<file path="src/rtl/write_merge_buffer.sv">
// Single-line write-combining buffer: merges byte-masked CPU writes to one line, then drains the full line.
// Optional read-forwarding of buffered words is compiled in with WRITE_MERGE_BUFFER_RD_FWD_EN.
module write_merge_buffer #(
  parameter int unsigned WORD_W     = 16,
  parameter int unsigned LINE_WORDS = 8,
  parameter int unsigned ADDR_W     = 12,
  localparam int unsigned BE_W      = WORD_W / 8,
  localparam int unsigned IDX_W     = $clog2(LINE_WORDS),
  localparam int unsigned LINE_W    = WORD_W * LINE_WORDS,
  localparam int unsigned LMASK_W   = LINE_W / 8
) (
  input  logic               clk,
  input  logic               rst,
  input  logic               cpu_write,
  input  logic [ADDR_W-1:0]  cpu_line_addr,
  input  logic [IDX_W-1:0]   cpu_index,
  input  logic [BE_W-1:0]    cpu_wmask,
  input  logic [WORD_W-1:0]  cpu_wdata,
  output logic               cpu_resp,
  input  logic               flush,
  output logic               out_valid,
  output logic [ADDR_W-1:0]  out_line_addr,
  output logic [LINE_W-1:0]  out_data,
  output logic [LMASK_W-1:0] out_bmask,
  input  logic               out_ready,
  output logic               busy,
  input  logic [ADDR_W-1:0]  rd_line_addr,
  input  logic [IDX_W-1:0]   rd_index,
  output logic               rd_hit,
  output logic [WORD_W-1:0]  rd_data,
  output logic [BE_W-1:0]    rd_bmask
);

  typedef enum logic [1:0] {EMPTY, MERGE, DRAIN} state_t;

  state_t              state;
  state_t              state_nxt;
  logic [ADDR_W-1:0]   line_addr;
  logic [LINE_W-1:0]   line_data;
  logic [LMASK_W-1:0]  line_mask;
  logic [LINE_W-1:0]   merged_data;
  logic [LMASK_W-1:0]  merged_mask;
  logic                addr_match;
  logic                wr_accept;

  assign addr_match = (cpu_line_addr == line_addr);
  assign wr_accept  = !rst && cpu_write &&
                      ((state == EMPTY) || ((state == MERGE) && addr_match));

  // State register
  always_ff @(posedge clk) begin
    if (rst) begin
      state <= EMPTY;
    end else begin
      state <= state_nxt;
    end
  end

  // Next-state logic; a conflicting write or flush closes the line
  always_comb begin
    state_nxt = state;
    case (state)
      EMPTY: begin
        if (cpu_write) state_nxt = MERGE;
      end
      MERGE: begin
        if ((cpu_write && !addr_match) || flush) state_nxt = DRAIN;
      end
      DRAIN: begin
        if (out_ready) state_nxt = EMPTY;
      end
      default: state_nxt = EMPTY;
    endcase
  end

  // Output decode; everything is forced quiet while rst is high
  always_comb begin
    cpu_resp      = 1'b0;
    out_valid     = 1'b0;
    busy          = 1'b0;
    out_line_addr = '0;
    out_data      = '0;
    out_bmask     = '0;
    if (!rst) begin
      cpu_resp      = wr_accept;
      out_valid     = (state == DRAIN);
      busy          = (state != EMPTY);
      out_line_addr = line_addr;
      out_data      = line_data;
      out_bmask     = line_mask;
    end
  end

  // Byte-lane merge of the incoming word into the current line image
  always_comb begin
    merged_data = line_data;
    merged_mask = line_mask;
    for (int i = 0; i < int'(LINE_WORDS); i++) begin
      for (int b = 0; b < int'(BE_W); b++) begin
        if ((IDX_W'(i) == cpu_index) && cpu_wmask[b]) begin
          merged_data[(i*BE_W+b)*8 +: 8] = cpu_wdata[b*8 +: 8];
          merged_mask[i*BE_W+b]          = 1'b1;
        end
      end
    end
  end

  // Line storage: cleared on reset and on a completed drain
  always_ff @(posedge clk) begin
    if (rst) begin
      line_addr <= '0;
      line_data <= '0;
      line_mask <= '0;
    end else if ((state == DRAIN) && out_ready) begin
      line_data <= '0;
      line_mask <= '0;
    end else if (wr_accept) begin
      line_addr <= cpu_line_addr;
      line_data <= merged_data;
      line_mask <= merged_mask;
    end
  end

`ifdef WRITE_MERGE_BUFFER_RD_FWD_EN
  logic [WORD_W-1:0] rd_word;
  logic [BE_W-1:0]   rd_wmask;
  logic              rd_match;

  always_comb begin
    rd_word  = '0;
    rd_wmask = '0;
    for (int i = 0; i < int'(LINE_WORDS); i++) begin
      if (IDX_W'(i) == rd_index) begin
        rd_word  = line_data[i*WORD_W +: WORD_W];
        rd_wmask = line_mask[i*BE_W +: BE_W];
      end
    end
  end

  assign rd_match = !rst && (state != EMPTY) && (rd_line_addr == line_addr) && (|rd_wmask);

  always_comb begin
    rd_hit   = 1'b0;
    rd_data  = '0;
    rd_bmask = '0;
    if (rd_match) begin
      rd_hit   = 1'b1;
      rd_data  = rd_word;
      rd_bmask = rd_wmask;
    end
  end
`else
  logic unused_rd;
  assign unused_rd = ^{rd_line_addr, rd_index};
  assign rd_hit    = 1'b0;
  assign rd_data   = '0;
  assign rd_bmask  = '0;
`endif

endmodule
</file>
<file path="config.mk">
export PLATFORM = sky130hd
export DESIGN_NAME = write_merge_buffer
export DESIGN_NICKNAME = d
export VERILOG_FILES = /design/src/rtl/write_merge_buffer.sv
export SDC_FILE = /design/constraint.sdc
export NUM_CORES = 1
export LEC_CHECK = 0
export ABC_AREA = 0
export CAP_MARGIN = 20
export CORE_UTILIZATION = 25
export DETAILED_ROUTE_END_ITERATION = 7
export DONT_BUFFER_PORTS = 1
export MAX_ROUTING_LAYER = met4
export PLACE_DENSITY = 0.5
export SLEW_MARGIN = 20
export SYNTH_ARGS = -nofsm -noshare
export SYNTH_HDL_FRONTEND = slang
export SYNTH_SLANG_ARGS = --single-unit
</file>
<file path="constraint.sdc">
create_clock -name clk -period 2.1 [get_ports clk]
set_input_delay 0.21 -clock clk [delete_from_list [all_inputs] [get_ports clk]]
set_output_delay 0.21 -clock clk [all_outputs]
set_load 0.05 [all_outputs]
</file>
==> results of run 1 <==
## worst min-delay path by stage
stage | startpoint | to | slack, ns | cells past startpoint
4_1_cts | flush | state[1] | 0.03 | 2
3_3_place_gp | cpu_line_addr[4] | line_addr[4] | 0.35 | 1
3_5_place_dp | cpu_line_addr[9] | line_addr[9] | 0.36 | 1
6_report | flush | state[1] | 0.04 | 2
5_1_grt | flush | state[1] | 0.03 | 2
2_1_floorplan | cpu_line_addr[0] | line_addr[0] | 0.35 | 1
## report_power, final
| group | leakage, nW | internal [W] | total [W] | switching (W) |
|---|---|---|---|---|
| logic | 2.51 | 0.000177 | 0.000580 | 0.000404 |
| registers | 1.28 | 0.00304 | 0.00306 | 0.0000231 |
| clock network | 0.281 | 0.00177 | 0.00313 | 0.00136 |
| total | 4.07 | 0.00498 | 0.00677 | 0.00179 |
## synth_stat cells, types with 3 or more instances
master,instances
sky130_fd_sc_hd__a21boi_1,3
sky130_fd_sc_hd__buf_2,9
sky130_fd_sc_hd__buf_4,27
sky130_fd_sc_hd__clkbuf_1,36
sky130_fd_sc_hd__dfxtp_1,158
sky130_fd_sc_hd__inv_1,7
sky130_fd_sc_hd__mux2_2,12
sky130_fd_sc_hd__mux2i_1,128
sky130_fd_sc_hd__nand2_1,148
sky130_fd_sc_hd__nand3_1,3
sky130_fd_sc_hd__nor2_1,9
sky130_fd_sc_hd__nor2b_1,151
sky130_fd_sc_hd__nor3_1,3
sky130_fd_sc_hd__nor4_1,4
sky130_fd_sc_hd__nor4_2,3
sky130_fd_sc_hd__nor4b_1,5
sky130_fd_sc_hd__o21a_1,11
sky130_fd_sc_hd__xor2_1,12
## repair_timing
| action | 4_1_cts | 5_1_grt |
|---|---|---|
| pin swaps | 7 | 4 |
| setup endpoints to repair | 120 | 103 |
| gates resized for setup | 6 | 17 |
| buffers inserted | 4 | 3 |
| gates cloned | 0 | 2 |
| endpoints found under the hold margin | 13 | 0 |
| hold buffers | 14 | 0 |
## per-stage QoR
step / setup slack [ns] / instances
floorplan: 0.0738 / 767
global placement: -0.0579 / 1252
detailed placement: -0.131 / 1252
CTS: -0.0702 / 1302
global route: -0.153 / 1307
finish: -0.0423 / 1307
## registers in the layout (all words and copies together) (netlist names)
signal / count
line_data: 128
line_mask: 16
state: 2
line_addr: 12
## final cells by class
type	instances	share of cell area (%)
Clock buffer	17	4.46
Clock inverter	15	1.67
Inverter	7	0.275
Multi-Input combinational cell	528	37.9
Sequential cell	158	33.2
Tap cell	372	4.88
Timing Repair Buffer	210	17.6
## cells by family (layout without fill, tap and decap cells)
kind of cell / count (synthesis) / after routing
other: 1 / 19
AND/OR/NAND/NOR: 336 / 336
flip-flops: 158 / 158
multiplexers: 140 / 140
AO/OA/AOI/OAI: 21 / 21
buffers and inverters: 81 / 249
XOR/XNOR: 12 / 12
## per-layer routing
metal / track usage (%) / part of all wire, % / up-vias
met5: - / 0 / -
met4: 3.37 / 0.83 / 0
met3: 5.06 / 7.8 / 13
met2: 23.4 / 47 / 171
met1: 17.8 / 45 / 2541
li1: - / - / 2737
## cell usage in the layout (no fill, tap or decap), drive strengths merged, types with 2 or more instances in the layout
master         n
a21boi         5
a31oi          2
buf          196
bufinv         2
clkbuf        17
clkinv         5
clkinvlp       3
conb          19
dfxtp        158
dlygate4sd3   13
inv           12
mux2          12
mux2i        128
nand2        148
nand2b         2
nand3          3
nand3b         2
nor2           9
nor2b        151
nor3           3
nor3b          2
nor4           7
nor4b          5
o21a          11
or4            2
xor2          12
==> impl_metrics.yaml, run 1 <==
global_route:
  pin_count_of_the_biggest_net_entering_global_routing: 162
  grt_pass1_wl_um: 31000
  overflow: 0
  number_of_global_route_vias_before_repair: 5390
  initial_antenna_violation_count: 0
  overall_track_demand_over_capacity_in_global_routing_pct: 14.7
synth:
  mux_contribution_to_synthesized_area_pct: 20.2
  synth_cells: 749
  complex_gate_fraction_of_the_synthesized_area_pct: 2.21
  synth_largest_type_area_fraction_pct: 45.1
  yosys.area_share.adder_pct: 0
  synthesis.yosys.warnings: 0
  synth_simple_gate_area_share_pct: 24.9
  synth.largest_area_cell: "sky130_fd_sc_hd__dfxtp_1"
  post_synth_instance_area_um2: 7010
  synthesis.area_per_instance_um2: 9.36
  xor_xnor_fraction_of_synth_area_pct: 1.50
  synth_top_family_by_area: "simple AND/OR/NAND/NOR gates"
  yosys_register_bits: 158
  async_flop_share_pct: 0
  synth_ff_type: "sky130_fd_sc_hd__dfxtp_1"
  synth.top_cells.by_area: "sky130_fd_sc_hd__dfxtp_1 45%, sky130_fd_sc_hd__mux2i_1 18%, sky130_fd_sc_hd__nor2b_1 13%"
  synth_enable_flop_cells: 0
  synth-seq-area-share_pct: 45.1
  synth_cell_types: 32
hold_path:
  hold_path.class: "primary input to flip-flop"
critical_path:
  r2r_slack_ns: 0
  worst-endpoint-arrival_ns: 1.93
  endpoint_kind: "output pin"
  regToRegStartpoint: "line_addr[3]"
  critPathTopFamily: "simple AND/OR/NAND/NOR gates"
  crit_buf_inv: 3
  timing.critical_path.slowest_cell_delay_ns: 0.32
  endpoint: "cpu_resp"
  worstPathMaxFanout: 5
  worst-r2r-cell-count: 8
  critical-path-slowest-cell: "sky130_fd_sc_hd__dfxtp_1"
  worstSetupPathDepth: 7
  critPathRequiredTime_ns: 1.89
  setup.worst_path.class: "flip-flop to output pin"
  path_cells: "xor2_1 -> nor4_2 -> buf_4 -> a31oi_4 -> or2_1 -> inv_1 -> buf_6"
  critical_path.reg2reg.endpoint: "line_data[83]"
  cp-start-kind: "flip-flop"
  worstSetupStartpoint: "line_addr[3]"
drt:
  vias_per_cell: 4.18
  vias: 5462
  antenna_violating_nets_post_route: 0
  route.final.wire_length_um: 20700
  drt_drc: 0
  detail_route.iter0.violations: 199
  drt_pass1_iterations: 4
  detail_route.wl_per_cell_um: 15.8
timing:
  drv_slew: 0
  finalHoldWorstSlack_ns: 0.0438
  relSlewSlack_pct: 65.0
  report.final.hold_viol_count: 0
  fin_tns_setup_ns: -0.0423
  max_slew.worst_pin.slew_ns: 0.523
  fin_worst_skew_ns: 0.0205
  finalWorstPathRequiredPeriod_ns: 2.14
  max_clock_freq_ghz: 0.467
  setup_violations: 1
  setup_ws_ns: -0.0423
  post-route-period-util_pct: 102
  grt_setup_unrepaired: "yes"
clocking:
  htreeDepth: 4
  tritoncts_num_sinks: 158
  clock-root-buffer: "sky130_fd_sc_hd__clkbuf_16"
  cts_made_buffers: 17
  clock_insertion_delay_at_the_later_pin_of_the_skew_report_ns: 0.43
  tritoncts_clock_tree: "yes"
  path_clk_slew_ns: 0.07
  cts.path.max_buffers: 2
final_layout:
  num_antenna_cells: 0
  area_growth_syn_to_layout_pct: 36.0
  multi_input_gate_area_um2: 3610
  post_route_cells_drive_above_1_share_pct: 27.9
  filler_cell_count: 2803
  finish.net_count: 975
  finalInstanceArea_um2: 9540
  postLayoutCoreUtil_pct: 35.0
  seqCellArea_um2: 3170
die:
  core_region_area_um2: 27300
  rows: 60
  die_w_um: 169
  initial_utilization_pct: 25.7
  design.die.area_um2: 28700
  num_io_pins: 231
  die_h_um: 169
status:
  failed_checks: "setup timing"
  status: "complete, but fails checks"
place:
  hpwl_um: 13800
  last_weighted_congestion_value_of_the_routability_driven_placer: 0.742
  portBuffers: 0
  placed_area_um2: 8680
power_and_ir_drop:
  areal_power_density_over_the_cells_nw_per_um2: 710
  power_w: 0.00677
  static-leakage-power_nw: 4.07
  peak_supply_drop_uv: 445
job:
  max_cap_viol_count: 0
Note: power is estimated with default switching activity, not from simulation.
==> run 2, diff against run 1 <==
--- a/config.mk
+++ b/config.mk
@@ -7,11 +7,12 @@
 export LEC_CHECK = 0
 export ABC_AREA = 0
 export CAP_MARGIN = 20
-export CORE_UTILIZATION = 25
+export CORE_UTILIZATION = 39
 export DETAILED_ROUTE_END_ITERATION = 7
 export DONT_BUFFER_PORTS = 1
 export MAX_ROUTING_LAYER = met4
-export PLACE_DENSITY = 0.5
+export PLACE_DENSITY = 0.65
+export SETUP_SLACK_MARGIN = 0.02
 export SLEW_MARGIN = 20
 export SYNTH_ARGS = -nofsm -noshare
 export SYNTH_HDL_FRONTEND = slang
==> constraint.sdc (replaced) <==
create_clock -name clk -period 2.1 [get_ports clk]
set_input_delay 0.21 -clock clk [delete_from_list [all_inputs] [get_ports clk]]
set_output_delay 0.21 -clock clk [all_outputs]
set_load 0.005 [all_outputs]
==> run 2 against run 1 <==
Compared with the run above:
- clock-buffer cell count up 4
- flip-flop and latch count unchanged
- largest power group is now registers
- setup slack worse by 0.052 ns
- non-clock buffer count down 156
- total power down 3.6%
- via count down 10%
- first-iteration DRC count up 6.0%
- critical endpoint is now line_data[51]
- global-route usage up 4.8 points
- the flow still finishes with violations (setup timing)
- critical path type is now flip-flop to flip-flop
- highest routed layer unchanged
- critical path depth unchanged
- sequential share of layout area up 5.1 points
- clock skew down 0.013 ns
==> impl_metrics.yaml, run 2 (synthesis gave the netlist of run 1 again) <==
drt:
  drt_pass1_iterations: 4
  antenna_violating_nets_post_route: 0
  vias: 4917
  detail_route.iter0.violations: 211
  route.final.wire_length_um: 17600
  drt_drc: 0
  vias_per_cell: 4.92
  detail_route.wl_per_cell_um: 17.6
power_and_ir_drop:
  areal_power_density_over_the_cells_nw_per_um2: 788
  peak_supply_drop_uv: 582
  static-leakage-power_nw: 3.23
timing:
  grt_setup_unrepaired: "yes"
  report.final.hold_viol_count: 0
  fin_tns_setup_ns: -0.889
  post-route-period-util_pct: 104
  setup_violations: 17
  fin_worst_skew_ns: 0.00733
  finalHoldWorstSlack_ns: 0.000270
  max_clock_freq_ghz: 0.456
  setup_ws_ns: -0.0940
  finalWorstPathRequiredPeriod_ns: 2.19
  drv_slew: 0
final_layout:
  num_antenna_cells: 0
  finish.net_count: 819
  final_cell_mix: "154 x sky130_fd_sc_hd__dfxtp_1, 151 x sky130_fd_sc_hd__nor2b_1, 148 x sky130_fd_sc_hd__nand2_1"
  max_flop_register: "line_data"
  most_frequent_standard_cell_in_the_layout_excluding_fill_and_tap_cells: "sky130_fd_sc_hd__dfxtp_1"
  filler_cell_count: 1681
  largest_registers_in_the_final_layout: "line_data x128, line_mask x16, line_addr x12"
  max_reg_flops: 128
  area_growth_syn_to_layout_pct: 18.1
  post_route_cells_drive_above_1_share_pct: 13.3
hold_path:
  hold_path.class: "primary input to flip-flop"
  hold_start: "flush"
global_route:
  overall_track_demand_over_capacity_in_global_routing_pct: 19.5
  grt_pass1_wl_um: 26500
  overflow: 0
  pin_count_of_the_biggest_net_entering_global_routing: 162
  initial_antenna_violation_count: 0
  number_of_global_route_vias_before_repair: 4766
critical_path:
  worst-endpoint-arrival_ns: 2.47
  regToRegStartpoint: "line_addr[11]"
  worstSetupStartpoint: "line_addr[11]"
  cp-start-kind: "flip-flop"
  worstPathMaxFanout: 7
  endpoint_kind: "flip-flop"
  setup.worst_path.class: "flip-flop to flip-flop"
  critPathRequiredTime_ns: 2.38
die:
  design.die.area_um2: 18500
  die_w_um: 136
  rows: 48
  initial_utilization_pct: 40.3
  die_h_um: 136
  core_region_area_um2: 17400
  num_io_pins: 231
status:
  status: "complete, but fails checks"
  failed_checks: "setup timing"
clocking:
  htreeDepth: 4
  tritoncts_num_sinks: 158
  clock-root-buffer: "sky130_fd_sc_hd__clkbuf_16"
  clock_insertion_delay_at_the_later_pin_of_the_skew_report_ns: 0.41
  cts.path.max_buffers: 2
  path_clk_slew_ns: 0.06
  tritoncts_clock_tree: "yes"
  cts_made_buffers: 17
place:
  last_weighted_congestion_value_of_the_routability_driven_placer: 0.758
  portBuffers: 0
  hpwl_um: 11300
job:
  max_cap_viol_count: 0
run 2: worst paths after layout:
path / end / cells after the start / slack, ns
worst max-delay path: line_data[51] / 7 / -0.09
worst min-delay path: state[0] / 2 / 0.0003
worst max register to register: line_data[51] / 7 / -0.09
worst min register to register: line_data[124] / 2 / 0.45
run 2: final cells by class:
| cell class | count | area [um2] | share of cell area (%) |
|---|---|---|---|
| well taps | 225 | 282 | 3.40 |
| clock inverters | 7 | 115 | 1.39 |
| inverters | 7 | 26.3 | 0.317 |
| clock buffers | 21 | 460 | 5.56 |
| repair buffers | 54 | 559 | 6.76 |
| multi-input cells | 528 | 3670 | 44.3 |
| flip-flops and latches | 158 | 3170 | 38.3 |
run 2: per-layer routing:
| metal | part of all wire [%] | global-route usage, % | up-vias |
|---|---|---|---|
| li1 | - | - | 2419 |
| met1 | 48 | 25.6 | 2343 |
| met2 | 45 | 29.2 | 145 |
| met3 | 6.1 | 5.70 | 10 |
| met4 | 0.78 | 5.12 | 0 |
| met5 | 0 | - | - |
run 2: what timing repair did:
action | in CTS | in global routing
buffers inserted | 5 | 3
gates cloned | 1 | 3
setup endpoints to repair | 100 | 157
resized for setup | 16 | 35
pin swaps | 4 | 10
hold endpoints to repair | 13 | 0
hold buffers | 14 | 0
run 2: worst max-delay path, stage by stage (launching register included):
cell and delay (ns):
sky130_fd_sc_hd__dfxtp_2 0.33, sky130_fd_sc_hd__xor2_2 0.19, sky130_fd_sc_hd__nor4_4 0.38, sky130_fd_sc_hd__a31oi_4 0.18, sky130_fd_sc_hd__buf_6 0.15, sky130_fd_sc_hd__or4_4 0.55, sky130_fd_sc_hd__buf_8 0.16, sky130_fd_sc_hd__mux2i_1 0.11
run 2: power by group:
group | switching (W) | internal (W)
Clock | 0.00116 | 0.00190
Sequential | 0.0000242 | 0.00304
Combinational | 0.000244 | 0.000155
run 2: stage by stage:
stage / utilization [%] / total power (W) / std cells / area (um2) / setup WS [ns]
global placement: 42.0 / 0.00346 / 947 / 7320 / -0.0924
floorplan: - / 0.00342 / 767 / 7080 / 0.193
detailed placement: 42.0 / 0.00347 / 947 / 7320 / -0.100
CTS: 46.7 / 0.00658 / 995 / 8130 / -0.125
global route: 47.5 / 0.00676 / 1000 / 8280 / -0.200
finish: 47.5 / 0.00652 / 1000 / 8280 / -0.0940
==> run 3, diff against run 2 <==
--- a/config.mk
+++ b/config.mk
@@ -8,8 +8,10 @@
 export ABC_AREA = 0
 export CAP_MARGIN = 20
 export CORE_UTILIZATION = 39
+export CTS_BUF_LIST = sky130_fd_sc_hd__clkbuf_16
 export DETAILED_ROUTE_END_ITERATION = 7
 export DONT_BUFFER_PORTS = 1
+export GPL_TIMING_DRIVEN = 0
 export MAX_ROUTING_LAYER = met4
 export PLACE_DENSITY = 0.65
 export SETUP_SLACK_MARGIN = 0.02
==> run 3 against run 2 <==
Compared with the run above:
- critical endpoint is now line_data[30]
- first-iteration DRC count rose by 10%
- the flow still finishes with violations (setup timing)
- hold slack better by 0.049 ns
- setup slack better by 0.041 ns
- core utilization rose by 2.7 points
- largest cell class unchanged
- via count is 6.6% higher
- die area stayed put
- clock power increased by 10%
- combinational power is 38% higher
- design area grew 5.7%
- final cell count increased by 6.1%
- flip-flop and latch count unchanged
- maximum frequency increased by 1.9%
- largest power group is now the clock network
==> impl_metrics.yaml, run 3 (synthesis gave the netlist of run 1 again) <==
critical_path:
  critPathRequiredTime_ns: 2.39
  worst-endpoint-arrival_ns: 2.44
  r2r_slack_ns: -0.05
  endpoint_kind: "flip-flop"
  worst-r2r-cell-count: 7
  setup.worst_path.class: "flip-flop to flip-flop"
  cp-start-kind: "flip-flop"
  critical_path.reg2reg.endpoint: "line_data[30]"
  regToRegStartpoint: "line_addr[11]"
  worstPathMaxFanout: 8
place:
  dpl.cell_count: 992
  portBuffers: 0
  dp_worst_setup_slack_ns: -0.231
  last_weighted_congestion_value_of_the_routability_driven_placer: 0.754
  hpwl_um: 14200
  placed_area_um2: 7360
hold_path:
  min_to: "state[1]"
  hold_start: "out_ready"
  hold_path.class: "primary input to flip-flop"
  min_path_cells: 2
global_route:
  initial_antenna_violation_count: 0
  grt_pass1_wl_um: 30400
  pin_count_of_the_biggest_net_entering_global_routing: 17
  number_of_global_route_vias_before_repair: 5082
  overflow: 0
  overall_track_demand_over_capacity_in_global_routing_pct: 23.3
clocking:
  clock_insertion_delay_at_the_later_pin_of_the_skew_report_ns: 0.43
  tritoncts_num_sinks: 158
  path_clk_slew_ns: 0.07
  htreeDepth: 4
  cts_made_buffers: 17
  cts.path.max_buffers: 2
  clock-root-buffer: "sky130_fd_sc_hd__clkbuf_16"
  tritoncts_clock_tree: "yes"
drt:
  drt_pass1_iterations: 4
  vias: 5242
  vias_per_cell: 4.94
  route.final.wire_length_um: 20900
  detail_route.wl_per_cell_um: 19.7
  detail_route.iter0.violations: 232
  antenna_violating_nets_post_route: 0
  drt_drc: 0
final_layout:
  largest_registers_in_the_final_layout: "line_data x128, line_mask x16, line_addr x12"
  most_frequent_standard_cell_in_the_layout_excluding_fill_and_tap_cells: "sky130_fd_sc_hd__dfxtp_1"
  filler_cell_count: 1630
  multi_input_gate_area_um2: 3750
  seqCellArea_um2: 3170
  max_flop_register: "line_data"
  final_cell_mix: "153 x sky130_fd_sc_hd__dfxtp_1, 151 x sky130_fd_sc_hd__nor2b_1, 147 x sky130_fd_sc_hd__nand2_1"
  area_growth_syn_to_layout_pct: 24.8
  max_reg_flops: 128
  finish.net_count: 876
  num_antenna_cells: 0
  post_route_cells_drive_above_1_share_pct: 18.4
  instances_no_fill: 1061
  finalInstanceArea_um2: 8750
power_and_ir_drop:
  switching_share_pct: 23.6
  peak_supply_drop_uv: 573
  share_clk_of_total_power_pct: 48.3
  static-leakage-power_nw: 3.50
  internal_power_w: 0.00535
  power.share.combinational_pct: 7.9
  areal_power_density_over_the_cells_nw_per_um2: 800
  power.share.sequential_pct: 43.8
  net_switching_power_figure_w: 0.00165
timing:
  drv_slew: 0
  setup_violations: 31
  setup_ws_ns: -0.0530
  max_slew.worst_pin.slew_ns: 0.876
  fin_worst_skew_ns: 0.0111
  relSlewSlack_pct: 41.6
  max_clock_freq_ghz: 0.464
  report.final.hold_viol_count: 0
  post-route-period-util_pct: 103
  grt_setup_unrepaired: "yes"
  finalWorstPathRequiredPeriod_ns: 2.15
status:
  failed_checks: "setup timing"
  status: "complete, but fails checks"
die:
  die_h_um: 136
  num_io_pins: 231
  initial_utilization_pct: 40.3
  core_region_area_um2: 17400
  die_w_um: 136
  rows: 48
  design.die.area_um2: 18500
job:
  max_cap_viol_count: 0
==> run 3: repair_timing <==
action,4_1_cts,5_1_grt
endpoints found under the setup margin,154,153
buffers inserted,6,7
pin swaps,17,8
hold buffers,14,0
gates cloned,13,0
gates resized for setup,103,35
hold endpoints to repair,13,0
==> run 3: area by class of cell <==
class	count	share of cell area, %
multi-input combinational	528	42.8
sequential	158	36.2
buffer	71	5.39
clock buffer	17	4.86
timing repair buffer	40	4.69
tap	225	3.22
clock inverter	15	2.49
inverter	7	0.300
==> run 3: worst max path at each step <==
| stage | from | slack, ns | cells after the start | end |
|---|---|---|---|---|
| CTS | line_addr[10] | -0.04 | 6 | cpu_resp |
| finish | line_addr[11] | -0.05 | 7 | line_data[30] |
| global placement | line_addr[7] | -0.22 | 7 | line_data[42] |
| detailed placement | line_addr[7] | -0.23 | 7 | line_data[42] |
| floorplan | line_addr[0] | 0.19 | 7 | line_data[80] |
| global route | line_addr[1] | -0.12 | 8 | line_data[24] |
==> run 3: routing by layer <==
layer,track usage [%],vias up,wire length (um)
met5,-,-,0
met4,6.60,0,269
met3,6.82,21,1330
met2,39.1,176,10300
met1,26.9,2502,8970
li1,-,2543,-
==> run 3: power by group through the flow <==
stage | Sequential [W] | Clock [W] | Combinational (W)
final | 0.00306 | 0.00338 | 0.000550
after global routing | 0.00307 | 0.00355 | 0.000591
after CTS | 0.00306 | 0.00342 | 0.000529
after detailed placement | 0.00313 | 0 | 0.000427
after global placement | 0.00313 | 0 | 0.000425
after floorplan | 0.00312 | 0 | 0.000299
==> run 3: critical path, cell delays in order (launching register included) <==
cell	delay, ns
sky130_fd_sc_hd__dfxtp_2	0.33
sky130_fd_sc_hd__xor2_2	0.16
sky130_fd_sc_hd__nor4_4	0.39
sky130_fd_sc_hd__a31oi_4	0.14
sky130_fd_sc_hd__buf_8	0.17
sky130_fd_sc_hd__or4_4	0.54
sky130_fd_sc_hd__buf_6	0.16
sky130_fd_sc_hd__mux2i_1	0.12
==> run 3: metrics by stage <==
step	utilization, %	TNS (ns)	hold WS, ns	total power, W
after floorplan	-	0	0.355	0.00342
after detailed placement	42.3	-19.25	0.358	0.00355
after global routing	50.2	-6.65	0.0374	0.00721
after CTS	49.6	-0.201	0.0337	0.00702
after global placement	42.3	-17.60	0.355	0.00355
final	50.2	-0.761	0.0490	0.00699
